`src/rtl/memctl_pkg.sv`:
```
// Shared definitions for the ROM-to-buffer streaming controller:
// FSM state encoding, default parameter values and address-width helper.
package memctl_pkg;

  typedef enum logic [1:0] {
    IDLE   = 2'd0,
    PRIME  = 2'd1,
    STREAM = 2'd2
  } state_t;

  localparam int unsigned DEF_DATA_WIDTH     = 32;
  localparam int unsigned DEF_ADDR_WIDTH     = 10;
  localparam int unsigned DEF_ROM_ADDR_WIDTH = 15;
  localparam int unsigned DEF_ROM_DEPTH      = 32768;
  localparam int unsigned DEF_NUM_SAMPLE     = 512;
  localparam int unsigned DEF_NUM_CH         = 2;

  // Minimum buffer address width able to hold one frame of num_ch*num_sample words.
  function automatic int unsigned addr_width_req(input int unsigned num_ch,
                                                 input int unsigned num_sample);
    int unsigned words;
    words = num_ch * num_sample;
    return (words <= 1) ? 1 : $clog2(words);
  endfunction

endpackage

```
`src/rtl/memctl_addr_gen.sv`:
```
// Planar buffer address generator: converts the interleaved word order of the
// ROM into channel-major buffer addresses using counters only (no multiplier).
module memctl_addr_gen
  import memctl_pkg::*;
#(
  parameter int unsigned ADDR_WIDTH = DEF_ADDR_WIDTH,
  parameter int unsigned NUM_SAMPLE = DEF_NUM_SAMPLE,
  parameter int unsigned NUM_CH     = DEF_NUM_CH
) (
  input  logic                  CLOCK_I,
  input  logic                  RESETN_I,
  input  logic                  i_clear,
  input  logic                  i_advance,
  output logic [ADDR_WIDTH-1:0] o_addr,
  output logic                  o_last
);

  localparam int unsigned CH_W = 2;

  logic [CH_W-1:0]       r_ch;
  logic [ADDR_WIDTH-1:0] r_smp;
  logic [ADDR_WIDTH-1:0] r_base;
  logic                  w_ch_wrap;

  assign w_ch_wrap = (r_ch == CH_W'(NUM_CH - 1));
  assign o_addr    = r_base + r_smp;
  assign o_last    = w_ch_wrap && (r_smp == ADDR_WIDTH'(NUM_SAMPLE - 1));

  // Channel counter, sample counter and channel base accumulator.
  always_ff @(posedge CLOCK_I or negedge RESETN_I) begin
    if (!RESETN_I) begin
      r_ch   <= '0;
      r_smp  <= '0;
      r_base <= '0;
    end else if (i_clear) begin
      r_ch   <= '0;
      r_smp  <= '0;
      r_base <= '0;
    end else if (i_advance) begin
      if (w_ch_wrap) begin
        r_ch   <= '0;
        r_base <= '0;
        r_smp  <= r_smp + ADDR_WIDTH'(1);
      end else begin
        r_ch   <= r_ch + CH_W'(1);
        r_base <= r_base + ADDR_WIDTH'(NUM_SAMPLE);
      end
    end
  end

endmodule

```
`src/rtl/memstream_ctl.sv`:
```
// ROM-to-frame-buffer streaming controller. Copies one NUM_CH x NUM_SAMPLE
// frame per START_I, converting interleaved ROM order to planar buffer order,
// with HOLD_I back-pressure handled by replaying the pending ROM address.
// Optional feature macro: MEMCTL_LOOP_EN (wrap the ROM and keep playing).
module memstream_ctl
  import memctl_pkg::*;
#(
  parameter int unsigned DATA_WIDTH     = DEF_DATA_WIDTH,
  parameter int unsigned ADDR_WIDTH     = DEF_ADDR_WIDTH,
  parameter int unsigned ROM_ADDR_WIDTH = DEF_ROM_ADDR_WIDTH,
  parameter int unsigned ROM_DEPTH      = DEF_ROM_DEPTH,
  parameter int unsigned NUM_SAMPLE     = DEF_NUM_SAMPLE,
  parameter int unsigned NUM_CH         = DEF_NUM_CH
) (
  input  logic                      CLOCK_I,
  input  logic                      RESETN_I,
  input  logic                      START_I,
  input  logic                      HOLD_I,
  output logic [ROM_ADDR_WIDTH-1:0] ROM_ADDR_O,
  input  logic [DATA_WIDTH-1:0]     ROM_DATA_I,
  output logic [ADDR_WIDTH-1:0]     ADDRESS_O,
  output logic [DATA_WIDTH-1:0]     DATA_O,
  output logic                      WE_O,
  output logic                      EN_O,
  output logic                      DONE_O,
  output logic                      EOF_O
);

  state_t                    r_state;
  state_t                    w_state_nxt;
  logic [ROM_ADDR_WIDTH-1:0] r_phys;
  logic [ROM_ADDR_WIDTH-1:0] w_phys_inc;
  logic [ROM_ADDR_WIDTH-1:0] w_rom_addr;
  logic                      r_eof;
  logic                      w_we_q;
  logic                      w_write;
  logic                      w_last_word;
  logic                      w_rom_end;
  logic                      w_frame_wrap;
  logic                      w_start_ok;
  logic [ADDR_WIDTH-1:0]     w_addr;

  memctl_addr_gen #(
    .ADDR_WIDTH (ADDR_WIDTH),
    .NUM_SAMPLE (NUM_SAMPLE),
    .NUM_CH     (NUM_CH)
  ) u_addr_gen (
    .CLOCK_I   (CLOCK_I),
    .RESETN_I  (RESETN_I),
    .i_clear   (r_state == IDLE),
    .i_advance (w_write),
    .o_addr    (w_addr),
    .o_last    (w_last_word)
  );

  assign w_rom_end    = (r_phys == ROM_ADDR_WIDTH'(ROM_DEPTH - 1));
  assign w_phys_inc   = w_rom_end ? '0 : r_phys + ROM_ADDR_WIDTH'(1);
  assign w_write      = w_we_q & ~HOLD_I;
  assign w_frame_wrap = w_write & w_last_word & w_rom_end;

`ifdef MEMCTL_LOOP_EN
  assign w_start_ok = 1'b1;
`else
  assign w_start_ok = ~r_eof;
`endif

  assign ROM_ADDR_O = w_rom_addr;
  assign ADDRESS_O  = w_addr;
  assign DATA_O     = ROM_DATA_I;
  assign WE_O       = w_write;
  assign DONE_O     = (r_state == IDLE);
  assign EN_O       = ~DONE_O;
  assign EOF_O      = r_eof;

  // State register.
  always_ff @(posedge CLOCK_I or negedge RESETN_I) begin
    if (!RESETN_I) r_state <= IDLE;
    else           r_state <= w_state_nxt;
  end

  // Next state, write qualifier and ROM address. On a held STREAM cycle the
  // pending address stays on the ROM so the same word returns next cycle.
  always_comb begin
    w_state_nxt = r_state;
    w_we_q      = 1'b0;
    w_rom_addr  = r_phys;
    case (r_state)
      IDLE:    if (START_I && w_start_ok) w_state_nxt = PRIME;
      PRIME:   w_state_nxt = STREAM;
      STREAM: begin
        w_we_q = 1'b1;
        if (!HOLD_I) begin
          w_rom_addr = w_phys_inc;
          if (w_last_word) w_state_nxt = IDLE;
        end
      end
      default: w_state_nxt = IDLE;
    endcase
  end

  // Physical ROM pointer; persists across frames, advances once per write.
  always_ff @(posedge CLOCK_I or negedge RESETN_I) begin
    if (!RESETN_I)    r_phys <= '0;
    else if (w_write) r_phys <= w_phys_inc;
  end

  // End-of-ROM flag: one-cycle pulse when looping, sticky otherwise.
  always_ff @(posedge CLOCK_I or negedge RESETN_I) begin
    if (!RESETN_I) begin
      r_eof <= 1'b0;
    end else begin
`ifdef MEMCTL_LOOP_EN
      r_eof <= w_frame_wrap;
`else
      if (w_frame_wrap) r_eof <= 1'b1;
`endif
    end
  end

endmodule

```
`config.mk`:
```
export PLATFORM = sky130hd
export DESIGN_NAME = memstream_ctl
export DESIGN_NICKNAME = d
export VERILOG_FILES = /design/src/rtl/memctl_pkg.sv /design/src/rtl/memctl_addr_gen.sv /design/src/rtl/memstream_ctl.sv
export SDC_FILE = /design/constraint.sdc
export NUM_CORES = 1
export LEC_CHECK = 0
export CAP_MARGIN = 5
export CORE_MARGIN = 2
export CORE_UTILIZATION = 44
export CTS_BUF_LIST = sky130_fd_sc_hd__clkbuf_4
export DETAILED_ROUTE_END_ITERATION = 6
export HOLD_SLACK_MARGIN = 0.15
export PLACE_DENSITY = 0.86
export SYNTH_ARGS = -nofsm -noshare
export SYNTH_HDL_FRONTEND = slang
export SYNTH_SLANG_ARGS = --single-unit
```
`constraint.sdc`:
```
create_clock -name CLOCK_I -period 6.55 [get_ports CLOCK_I]
set_input_delay 1.965 -clock CLOCK_I [delete_from_list [all_inputs] [get_ports CLOCK_I]]
set_output_delay 1.965 -clock CLOCK_I [all_outputs]
set_load 0.02 [all_outputs]
```
==> results of run 1 <==
[per-layer routing]
metal	routed length (um)	track usage (%)	up-vias	share of wire (%)
met5	0	0	-	0
met4	94	10.1	0	2.6
met3	189	2.71	11	5.3
met2	1820	24.6	22	51
met1	1470	17.6	627	41
li1	-	-	651	-
[final cells by class]
class                   count  area (um2)
well taps                  52        65.1
fillers                   399        2200
multi-input cells         126         841
flip-flops and latches     31         776
repair buffers             35         343
inverters                   5        18.8
clock buffers               5        37.5
clock inverters             3        38.8
[final timing paths]
path / startpoint / end / slack (ns) / depth (start not counted)
worst max-delay path: HOLD_I / ROM_ADDR_O[13] / 0.27 / 7
worst min-delay path: EOF_O$_DFFE_PN0P_ / r_state[0]$_DFFE_PN0P_ / 0.49 / 1
worst max register to register: r_state[0]$_DFFE_PN0P_ / r_phys[10]$_DFFE_PN0P_ / 4.74 / 5
worst min register to register: EOF_O$_DFFE_PN0P_ / r_state[0]$_DFFE_PN0P_ / 0.49 / 1
max in group asynchronous: RESETN_I / r_phys[10]$_DFFE_PN0P_ / 4.24 / 2
min in group asynchronous: RESETN_I / u_addr_gen.r_smp[2]$_DFFE_PN0P_ / 2.01 / 2
[logic make-up (layout without fill, tap and decap cells)]
logic type               Yosys count  after routing  share of synthesized area, %
AO/OA/AOI/OAI                     24             24                          7.32
buffers and inverters             52             48                          17.8
adder cells (fa/ha/maj)            2              2                          1.27
flip-flops                        31             31                          39.5
AND/OR/NAND/NOR                   74             74                          22.6
XOR/XNOR                          26             26                          11.6
[flip-flops by register name, indices dropped and copies added (netlist names)]
name and cells:
r_phys 15, u_addr_gen.r_smp 10, r_state 2, u_addr_gen.r_ch 2, EOF_O 1, u_addr_gen.r_base 1
[power by group through the flow]
stage,Clock [uW],Sequential (uW),Combinational (uW)
after global placement,0,256,238
after floorplan,0,245,204
after detailed placement,0,258,242
after CTS,150,254,242
after global routing,157,260,261
final,145,255,239
[layout by cell type, fill, tap and decap left out, drive strengths merged, types with 3 or more instances in the layout]
cell	count
clkdlybuf4s50	32
dfrtp	31
nor2	20
xnor2	18
nand2	16
o21ai	12
xor2	8
nand3	8
nor3	6
a21oi	5
clkbuf	5
inv	5
and3	4
nand4	4
nor4	4
o211ai	3
buf	3
[worst max-delay path: cells and delay by family]
family                 cells  cell delay, ns
buffers and inverters      3            1.31
AO/OA/AOI/OAI              1            0.15
AND/OR/NAND/NOR            3            0.87
[per-stage QoR]
step                utilization [%]  instances  total power, uW  area (um2)  hold slack [ns]
floorplan                         -        209              448        1970            0.479
global placement               47.3        249              494        2040            0.485
detailed placement             47.3        249              500        2040            0.483
CTS                            49.0        257              646        2120            0.501
global route                   49.0        257              677        2120            0.513
finish                         49.0        257              639        2120            0.492
==> metrics.md, run 1 <==
| Metric | Value |
|---|---|
| Setup bufs post-CTS | `0` |
| Hold Path Class | `reg2reg` |
| Cell chain of the critical path | `clkdlybuf4s50_1, or3b_1, buf_4, nor3_2, nand3_1, a21oi_1, clkdlybuf4s50_1` |
| Crit path arrival time | `4.32 ns` |
| Diodes inserted | `0` |
| Post-CTS Hold Fix Bufs | `0` |
| Distinct cell type count after synthesis | `40` |
| GRT Residual Overflow | `0` |
| Via count of the first global-routing pass | `about 1,300` |
| Root Driver | `clkbuf_4` |
| Worst endpoint required time | `approximately 4.6 ns` |
| H-tree depth | `2` |
| Pre-Repair DR Iteration Count | `4` |
| Sequential share of power | `between 30% and 40%` |
| Slowest Stage Delay on Critical Path | `a little over 0.6 ns` |
| Total Neg Setup Slack | `0 ns` |
| Placeable core area | `roughly 0.0043 mm2` |
| Post-synth EDFFs | `0` |
| CP endpoint kind | `output port` |
| Dpl ws | `about 0.27 ns` |
| Post-synth ARST share | `between 90% and 100%` |
| Worst slew margin | `between 60% and 70%` |
| CTS Sinks | `31` |
| Flops & latches, synth | `31` |
| Max IR drop VDD | `0.169 mV` |
| Post-DRT Antenna Nets | `0` |
| RSZ-0062 raised after global routing | `no` |
| Syn Inst Count | `around 210` |
| Pin count of the biggest net entering global routing | `32` |
| Switching share of power | `a little under two fifths` |
| # Max-Cap Violations | `0` |
| Type of the worst setup path | `in2out` |
| Wirelength per Cell | `approximately 14 um` |
| Final Max Slew Viols | `0` |
| Post-CTS Resized | `0` |
| Post-synth top flop | `dfrtp_1` |
| Most frequent cell after synthesis | `buf_4` |
| Syn Std Cell Area | `between 0.0015 and 0.002 mm2` |
| CP max stage cell | `clkdlybuf4s50_1` |
| Share of layout cells above drive strength 1 | `10.7%` |
| Syn nets | `247` |
| PD cells | `around 300 mW/mm2` |
| Die W | `slightly above 70 um` |
| Clk pwr share | `22.7%` |
| Synth top area share | `between 30% and 40%` |
| Post-synth top cells | `35 x buf_4, 31 x dfrtp_1, 19 x nor2_1, 18 x xnor2_1, 16 x nand2_1` |
| Most frequent CP cell | `clkdlybuf4s50_1` |
| First-pass GRT wire length | `5820 um` |
| P_leak | `approximately 0.0009 uW` |
| GRT Total Usage | `approximately 15%` |
| I/O Pins | `just under 100` |
| Initial antenna violation count | `0` |
| Mean Syn Cell Area | `approximately 9.4 um2` |
| Tcrit/Tclk final | `between 90% and 100%` |
| Switching power total | `about 240 uW` |
| Final WL | `about 3600 um` |
| CP Max Fanout | `9` |
| Vias per cell | `slightly above 5` |
| F_max | `between 0.15 and 0.2 GHz` |
| Skew final | `~0.016 ns` |
| Clock Path Buffers | `2` |
| Port bufs | `32` |
| GPL Wtd Cong | `0.779` |
| Final setup viols | `0` |
| 1st-iter DRT viols | `between 60 and 70` |
| TritonCTS clock tree | `yes` |
| CTS buffer count | `5` |
| Worst Setup Slack, final | `about 0.27 ns` |
| Clock latency at the later pin of the worst-skew pair | `approximately 0.34 ns` |
| Final hold violation count | `0` |
| Row count | `24` |
| Internal power | `between 300 and 400 uW` |
| Seq/Total Area, Yosys | `~39%` |
| Worst-margin pin slew | `0.587 ns` |
| Layout Area Growth over Synthesis | `7.83%` |
| Final net count | `242` |
| Die Height | `~70 um` |
| Status | `finished, final reports clean` |
| Die area | `between 0.005 and 0.006 mm2` |
| Yosys top cell by area | `dfrtp_1` |
| Drt drc | `0` |
| Hpwl dp | `around 2700 um` |
| CTS clk-pin slew, worst paths | `around 0.1 ns` |
| Starting density of the core | `45.5%` |
| Detailed-route via count | `about 1,300` |
| CP startpoint kind | `input pin` |
| Top area cells in the synthesized netlist | `dfrtp_1 39%, buf_4 13%, xnor2_1 8.0%` |
| Comb pwr share | `a little under two fifths` |
| Post-route minimum period | `around 6.3 ns` |
| Synth warn | `0` |
(Power assumes the default switching activity.)
==> inputs of run 2 (changes only) <==
Settings changed: CORE_MARGIN 2 to 3, SKIP_LAST_GASP set to 1.
==> metrics.md, run 2 (synthesis gave the netlist of run 1 again) <==
| Metric | Value |
|---|---|
| Status | `finished, final reports clean` |
| Post-route minimum period | `6.18 ns (-0.0994 ns)` |
| Row count | `23 (-4.2%)` |
| Pin count of the biggest net entering global routing | `32 (unchanged)` |
| Wirelength per Cell | `13.4 um (-3.3%)` |
| GRT Residual Overflow | `0 (unchanged)` |
| P_leak | `0.000908 uW (-1.2%)` |
| Clock latency at the later pin of the worst-skew pair | `0.33 ns (about the same)` |
| Post-CTS Resized | `0 (unchanged)` |
| CP startpoint kind | `input pin` |
| CTS Sinks | `31 (unchanged)` |
| Starting density of the core | `47.4% (+2.0 points)` |
| Skew final | `0.00355 ns (-0.0123 ns)` |
| Final hold violation count | `0 (unchanged)` |
| Detailed-route via count | `1,293 (-1.4%)` |
| Worst-margin pin slew | `0.566 ns (-0.0201 ns)` |
| Die W | `72.8 um (+2.8%)` |
| Initial antenna violation count | `0 (unchanged)` |
| H-tree depth | `2 (unchanged)` |
| Type of the worst setup path | `in2out` |
| Root Driver | `clkbuf_4` |
| Final setup viols | `0 (unchanged)` |
| Placed insts | `247 (-0.80%)` |
| TritonCTS clock tree | `yes` |
| Vias per cell | `5.07 (-0.60%)` |
| Pre-Repair DR Iteration Count | `4 (unchanged)` |
| Tcrit/Tclk final | `94.4% (-1.5 points)` |
| Share of layout cells above drive strength 1 | `10.2% (-0.49 points)` |
| Port bufs | `32 (unchanged)` |
| Final Max Slew Viols | `0 (unchanged)` |
| 1st-iter DRT viols | `94 (+40%)` |
| Slowest Stage Delay on Critical Path | `0.62 ns (about the same)` |
| Post-DRT Antenna Nets | `0 (unchanged)` |
| Commonest non-fill, non-tap cells in the layout | `32 x clkdlybuf4s50_1, 31 x dfrtp_1, 19 x nor2_1, 18 x xnor2_1, 16 x nand2_1` |
| Most frequent CP cell | `clkdlybuf4s50_1` |
| First-pass GRT wire length | `6010 um (+3.2%)` |
| GPL Wtd Cong | `0.709 (-8.9%)` |
| Total Neg Setup Slack | `0 ns (unchanged)` |
| Fillers | `398 (-0.25%)` |
| Post-CTS Hold Fix Bufs | `0 (unchanged)` |
| Worst slew margin | `62.1% (+1.3 points)` |
| PD cells | `286 mW/mm2 (-5.0%)` |
| Die Height | `72.8 um (+2.8%)` |
| Crit path arrival time | `4.22 ns (-0.10 ns)` |
| CTS clk-pin slew, worst paths | `0.09 ns (about the same)` |
| Via count of the first global-routing pass | `1,299 (+1.5%)` |
| I/O Pins | `97 (unchanged)` |
| # Max-Cap Violations | `0 (unchanged)` |
| Worst endpoint required time | `4.59 ns (about the same)` |
| Largest regs | `r_phys (15), u_addr_gen.r_smp (10)` |
| Layout Area Growth over Synthesis | `6.49%` |
| Die area | `0.00531 mm2 (+5.7%)` |
| Max IR drop VDD | `0.117 mV (-31%)` |
| Final Non-Filler Cells | `255 (-0.78%)` |
| Final core occ | `50.5% (+1.5 points)` |
| Diodes inserted | `0 (unchanged)` |
| Cell chain of the critical path | `clkdlybuf4s50_1, or3b_1, buf_4, nor3_2, nand3_1, a21oi_1, clkdlybuf4s50_1` |
| Overall Power | `599 uW (-6.2%)` |
| Commonest non-fill, non-tap cell in the layout | `clkdlybuf4s50_1` |
| Drt drc | `0 (unchanged)` |
| Clock Path Buffers | `2 (unchanged)` |
| RSZ-0062 raised after global routing | `no` |
| Hpwl dp | `2600 um (-2.7%)` |
| CP endpoint kind | `output port` |
| Placeable core area | `0.00414 mm2 (-4.2%)` |
| Largest reg by FF count | `r_phys` |
| CP max stage cell | `clkdlybuf4s50_1` |
| Final net count | `242 (unchanged)` |
| Hold Path Class | `reg2reg` |
| Final WL | `3420 um (-4.1%)` |
| F_max | `0.162 GHz (+1.6%)` |
| Setup bufs post-CTS | `0 (unchanged)` |
| CTS buffer count | `5 (unchanged)` |
| CP Max Fanout | `16 (+7)` |
| GRT Total Usage | `14.5% (-0.41 points)` |
| Max reg flops | `15 (unchanged)` |
run 2: cell count changes in the layout (fill, tap and decap cells not counted):
cell,change
bufinv_16,-1
clkbuf_4,+1
clkinv_1,+1
clkinv_2,-1
run 2: final cells by class:
type	count	area, um2	area share [%]
Clock buffer	6	45.0	2.15
Timing Repair Buffer	35	343	16.4
Inverter	5	18.8	0.897
Sequential cell	31	776	37.1
Tap cell	50	62.6	2.99
Clock inverter	2	7.51	0.359
Multi-Input combinational cell	126	841	40.2
run 2: routing by layer:
metal | share of wire, % | global-route usage, % | vias to the layer above | routed length, um
met4 | 2.4 | 8.20 | 0 | 82
li1 | - | - | 647 | -
met1 | 45 | 19.4 | 605 | 1530
met3 | 6.3 | 3.44 | 9 | 215
met2 | 46 | 21.3 | 32 | 1590
met5 | 0 | 0 | - | 0
run 2: metrics by stage:
| stage | instance area, um2 | setup slack, ns | hold slack, ns |
|---|---|---|---|
| detailed placement | 2040 | 0.369 | 0.469 |
| CTS | 2090 | 0.355 | 0.483 |
| global placement | 2040 | 0.376 | 0.463 |
| global route | 2090 | 0.184 | 0.498 |
| finish | 2090 | 0.369 | 0.477 |
| floorplan | 1970 | 1.30 | 0.479 |
run 2: power breakdown:
part | switching [uW] | internal (uW)
Clock | 60.8 | 43.8
Sequential | 34.4 | 219
Combinational | 139 | 102
run 2: path summary, 6_finish.rpt:
check	cells after the start	slack, ns	start	endpoint
setup / recovery	7	0.37	HOLD_I	ROM_ADDR_O[13]
hold / removal	1	0.48	EOF_O$_DFFE_PN0P_	r_state[0]$_DFFE_PN0P_
setup reg to reg	4	4.73	r_phys[6]$_DFFE_PN0P_	r_phys[5]$_DFFE_PN0P_
hold reg to reg	1	0.48	EOF_O$_DFFE_PN0P_	r_state[0]$_DFFE_PN0P_
max in group asynchronous	2	4.25	RESETN_I	u_addr_gen.r_ch[1]$_DFFE_PN0P_
min in group asynchronous	2	2.02	RESETN_I	u_addr_gen.r_smp[2]$_DFFE_PN0P_
run 2: critical path, delay by kind of cell:
family / cells / cell delay, ns
AOI/OAI and AO/OA: 1 / 0.16
and+or+nand+nor: 3 / 0.75
buffers and inverters: 3 / 1.32
==> inputs of run 3 (changes only) <==
Settings changed: CORE_UTILIZATION 44 to 38, CTS_BUF_LIST sky130_fd_sc_hd__clkbuf_4 to sky130_fd_sc_hd__clkbuf_2, PLACE_DENSITY 0.86 to 0.79.
Clock period 6.55 ns to 5 ns, I/O delays scaled along.
==> metrics.md, run 3 (synthesis gave the netlist of run 1 again) <==
| Metric | Value |
|---|---|
| Status | `finished, final reports clean` |
| Layout Area Growth over Synthesis | `9.80%` |
| TritonCTS clock tree | `yes` |
| Crit path arrival time | `3.42 ns (-0.80 ns)` |
| CTS Sinks | `31 (unchanged)` |
| Largest reg by FF count | `r_phys` |
| Post-DRT Antenna Nets | `0 (unchanged)` |
| I/O Pins | `97 (unchanged)` |
| Commonest non-fill, non-tap cell in the layout | `dfrtp_1` |
| Wirelength per Cell | `13.4 um (-0.38%)` |
| Worst-margin pin slew | `0.546 ns (-0.0205 ns)` |
| Comb pwr share | `40.3% (about the same)` |
| GRT Max-Usage Layer | `met2` |
| Placeable core area | `0.00485 mm2 (+17%)` |
| Starting density of the core | `40.5% (-6.9 points)` |
| Max IR drop VDD | `0.152 mV (+30%)` |
| Die area | `0.00607 mm2 (+14%)` |
| Type of the worst setup path | `in2out` |
| Launch point of the worst reg-to-reg path | `r_state[0]$_DFFE_PN0P_` |
| PD cells | `349 mW/mm2 (+22%)` |
| Largest regs | `r_phys (15), u_addr_gen.r_smp (10)` |
| CTS clk-pin slew, worst paths | `0.17 ns (+0.08 ns)` |
| Fillers | `481 (+21%)` |
| # Max-Cap Violations | `0 (unchanged)` |
| Detailed-route via count | `1,368 (+5.8%)` |
| CP endpoint kind | `output port` |
| GRT Residual Overflow | `0 (unchanged)` |
| Share of layout cells above drive strength 1 | `16.7% (+6.5 points)` |
| Clock Path Buffers | `2 (unchanged)` |
| Pin count of the biggest net entering global routing | `32 (unchanged)` |
| Switching power total | `319 uW (+36%)` |
| Tcrit/Tclk final | `98.4%` |
| Post-route minimum period | `a little under 5 ns` |
| Final Max Slew Viols | `0 (unchanged)` |
| Root Driver | `clkbuf_2` |
| Max reg flops | `15 (unchanged)` |
| Diodes inserted | `0 (unchanged)` |
| Die W | `77.9 um (+7.0%)` |
| GPL Wtd Cong | `0.857 (+21%)` |
| F_max | `0.203 GHz` |
| Worst endpoint required time | `3.50 ns (-1.09 ns)` |
| Post-Layout Inst Area | `0.00216 mm2 (+3.1%)` |
| Clock latency at the later pin of the worst-skew pair | `0.37 ns (+0.04 ns)` |
| Met3 global-route usage | `6.03% (+2.6 points)` |
| Worst slew margin | `63.4% (+1.4 points)` |
| Pre-Repair DR Iteration Count | `4 (unchanged)` |
| Switching share of power | `42.3% (+3.1 points)` |
| Via count of the first global-routing pass | `1,365 (+5.1%)` |
| Drt drc | `0 (unchanged)` |
| Commonest non-fill, non-tap cells in the layout | `31 x dfrtp_1, 19 x nor2_1, 18 x xnor2_1, 16 x nand2_1, 16 x clkdlybuf4s50_1` |
| Clk pwr share | `15.3% (-2.2 points)` |
| Final net count | `253 (+4.5%)` |
| RSZ-0062 raised after global routing | `yes` |
| Final core occ | `44.5% (-6.0 points)` |
| Internal power | `435 uW (+19%)` |
| M1 GR Usage | `16.6% (-2.8 points)` |
| Sequential share of power | `44.4% (+2.1 points)` |
| Skew final | `0.0214 ns (+0.0178 ns)` |
| FF-to-FF path depth | `6 (+2)` |
| DP Area | `0.00214 mm2 (+5.1%)` |
| First-pass GRT wire length | `6390 um (+6.3%)` |
| H-tree depth | `2 (unchanged)` |
| Final hold violation count | `0 (unchanged)` |
| Reg-to-reg setup timing slack | `3.19 ns (-1.54 ns)` |
| 1st-iter DRT viols | `53 (-44%)` |
| Final setup viols | `0 (unchanged)` |
| Hold Path Class | `reg2reg` |
| CTS buffer count | `5 (unchanged)` |
| GRT Total Usage | `13.3% (-1.1 points)` |
| Worst Setup EP | `ROM_ADDR_O[7]` |
| Worst R2R End | `r_phys[10]$_DFFE_PN0P_` |
| Port bufs | `32 (unchanged)` |
| P_leak | `0.00100 uW (+10%)` |
| Row count | `25 (+8.7%)` |
| Met2 usage | `19.9% (-1.5 points)` |
| Hpwl dp | `2740 um (+5.5%)` |
| Initial antenna violation count | `0 (unchanged)` |
| Vias per cell | `4.85 (-4.3%)` |
| Final WL | `3770 um (+10%)` |
| CP startpoint kind | `input pin` |
| Die Height | `77.9 um (+7.0%)` |
| CP Max Fanout | `12 (-4)` |
| Worst Setup SP | `HOLD_I` |
-- run 3: metrics by stage --
stage	hold slack [ns]	instances	setup TNS [ns]	setup WS (ns)	total power (uW)
6_report	0.445	282	0	0.0809	754
5_1_grt	0.495	282	-0.00290	-0.00290	815
4_1_cts	0.455	282	0	0.0380	772
3_5_place_dp	0.454	275	-2.48	-0.224	666
3_3_place_gp	0.455	275	-2.53	-0.231	656
2_1_floorplan	0.479	209	0	0.677	587
-- run 3: final cells by class --
class                           count  area (um2)  share of cell area, %
Inverter                            5        18.8                  0.870
Multi-Input combinational cell    126         846                   39.2
Timing Repair Buffer               46         400                   18.6
Clock buffer                        5        25.0                   1.16
Tap cell                           67        83.8                   3.88
Clock inverter                      2        8.76                  0.406
Sequential cell                    31         776                   35.9
-- run 3: power groups by stage --
stage	Combinational, uW	Clock (uW)	Sequential [uW]
6_report	304	116	334
5_1_grt	333	139	342
4_1_cts	312	125	335
3_5_place_dp	328	0	338
3_3_place_gp	320	0	336
2_1_floorplan	267	0	321
-- run 3: how the worst min path moves through the flow --
stage,from,to,depth (start not counted)
floorplan,u_addr_gen.r_smp[1]$_DFFE_PN0P_,u_addr_gen.r_smp[1]$_DFFE_PN0P_,2
global placement,EOF_O$_DFFE_PN0P_,r_state[0]$_DFFE_PN0P_,1
detailed placement,EOF_O$_DFFE_PN0P_,r_state[0]$_DFFE_PN0P_,1
CTS,EOF_O$_DFFE_PN0P_,r_state[0]$_DFFE_PN0P_,1
global route,EOF_O$_DFFE_PN0P_,r_state[0]$_DFFE_PN0P_,1
finish,EOF_O$_DFFE_PN0P_,r_state[0]$_DFFE_PN0P_,1
-- run 3: timing repair --
| item | 4_1_cts | 5_1_grt |
|---|---|---|
| setup endpoints to repair | 15 | 9 |
| hold endpoints to repair | 0 | 0 |
| buffers inserted | 0 | 0 |
| resized for setup | 16 | 11 |
| hold buffers | 0 | 0 |
-- run 3: worst max-delay path: stages --
cell,delay [ns]
clkdlybuf4s50_1,0.50
or3b_1,0.37
buf_4,0.20
nor3_2,0.19
buf_4,0.15
xnor2_1,0.13
nor2_1,0.06
dlygate4sd2_1,0.31
-- run 3: metal layers --
layer  vias up  routed length (um)
met5         -                   0
met4         0                  63
met3        16                 291
met2        49                1800
met1       636                1610
li1        667                   -
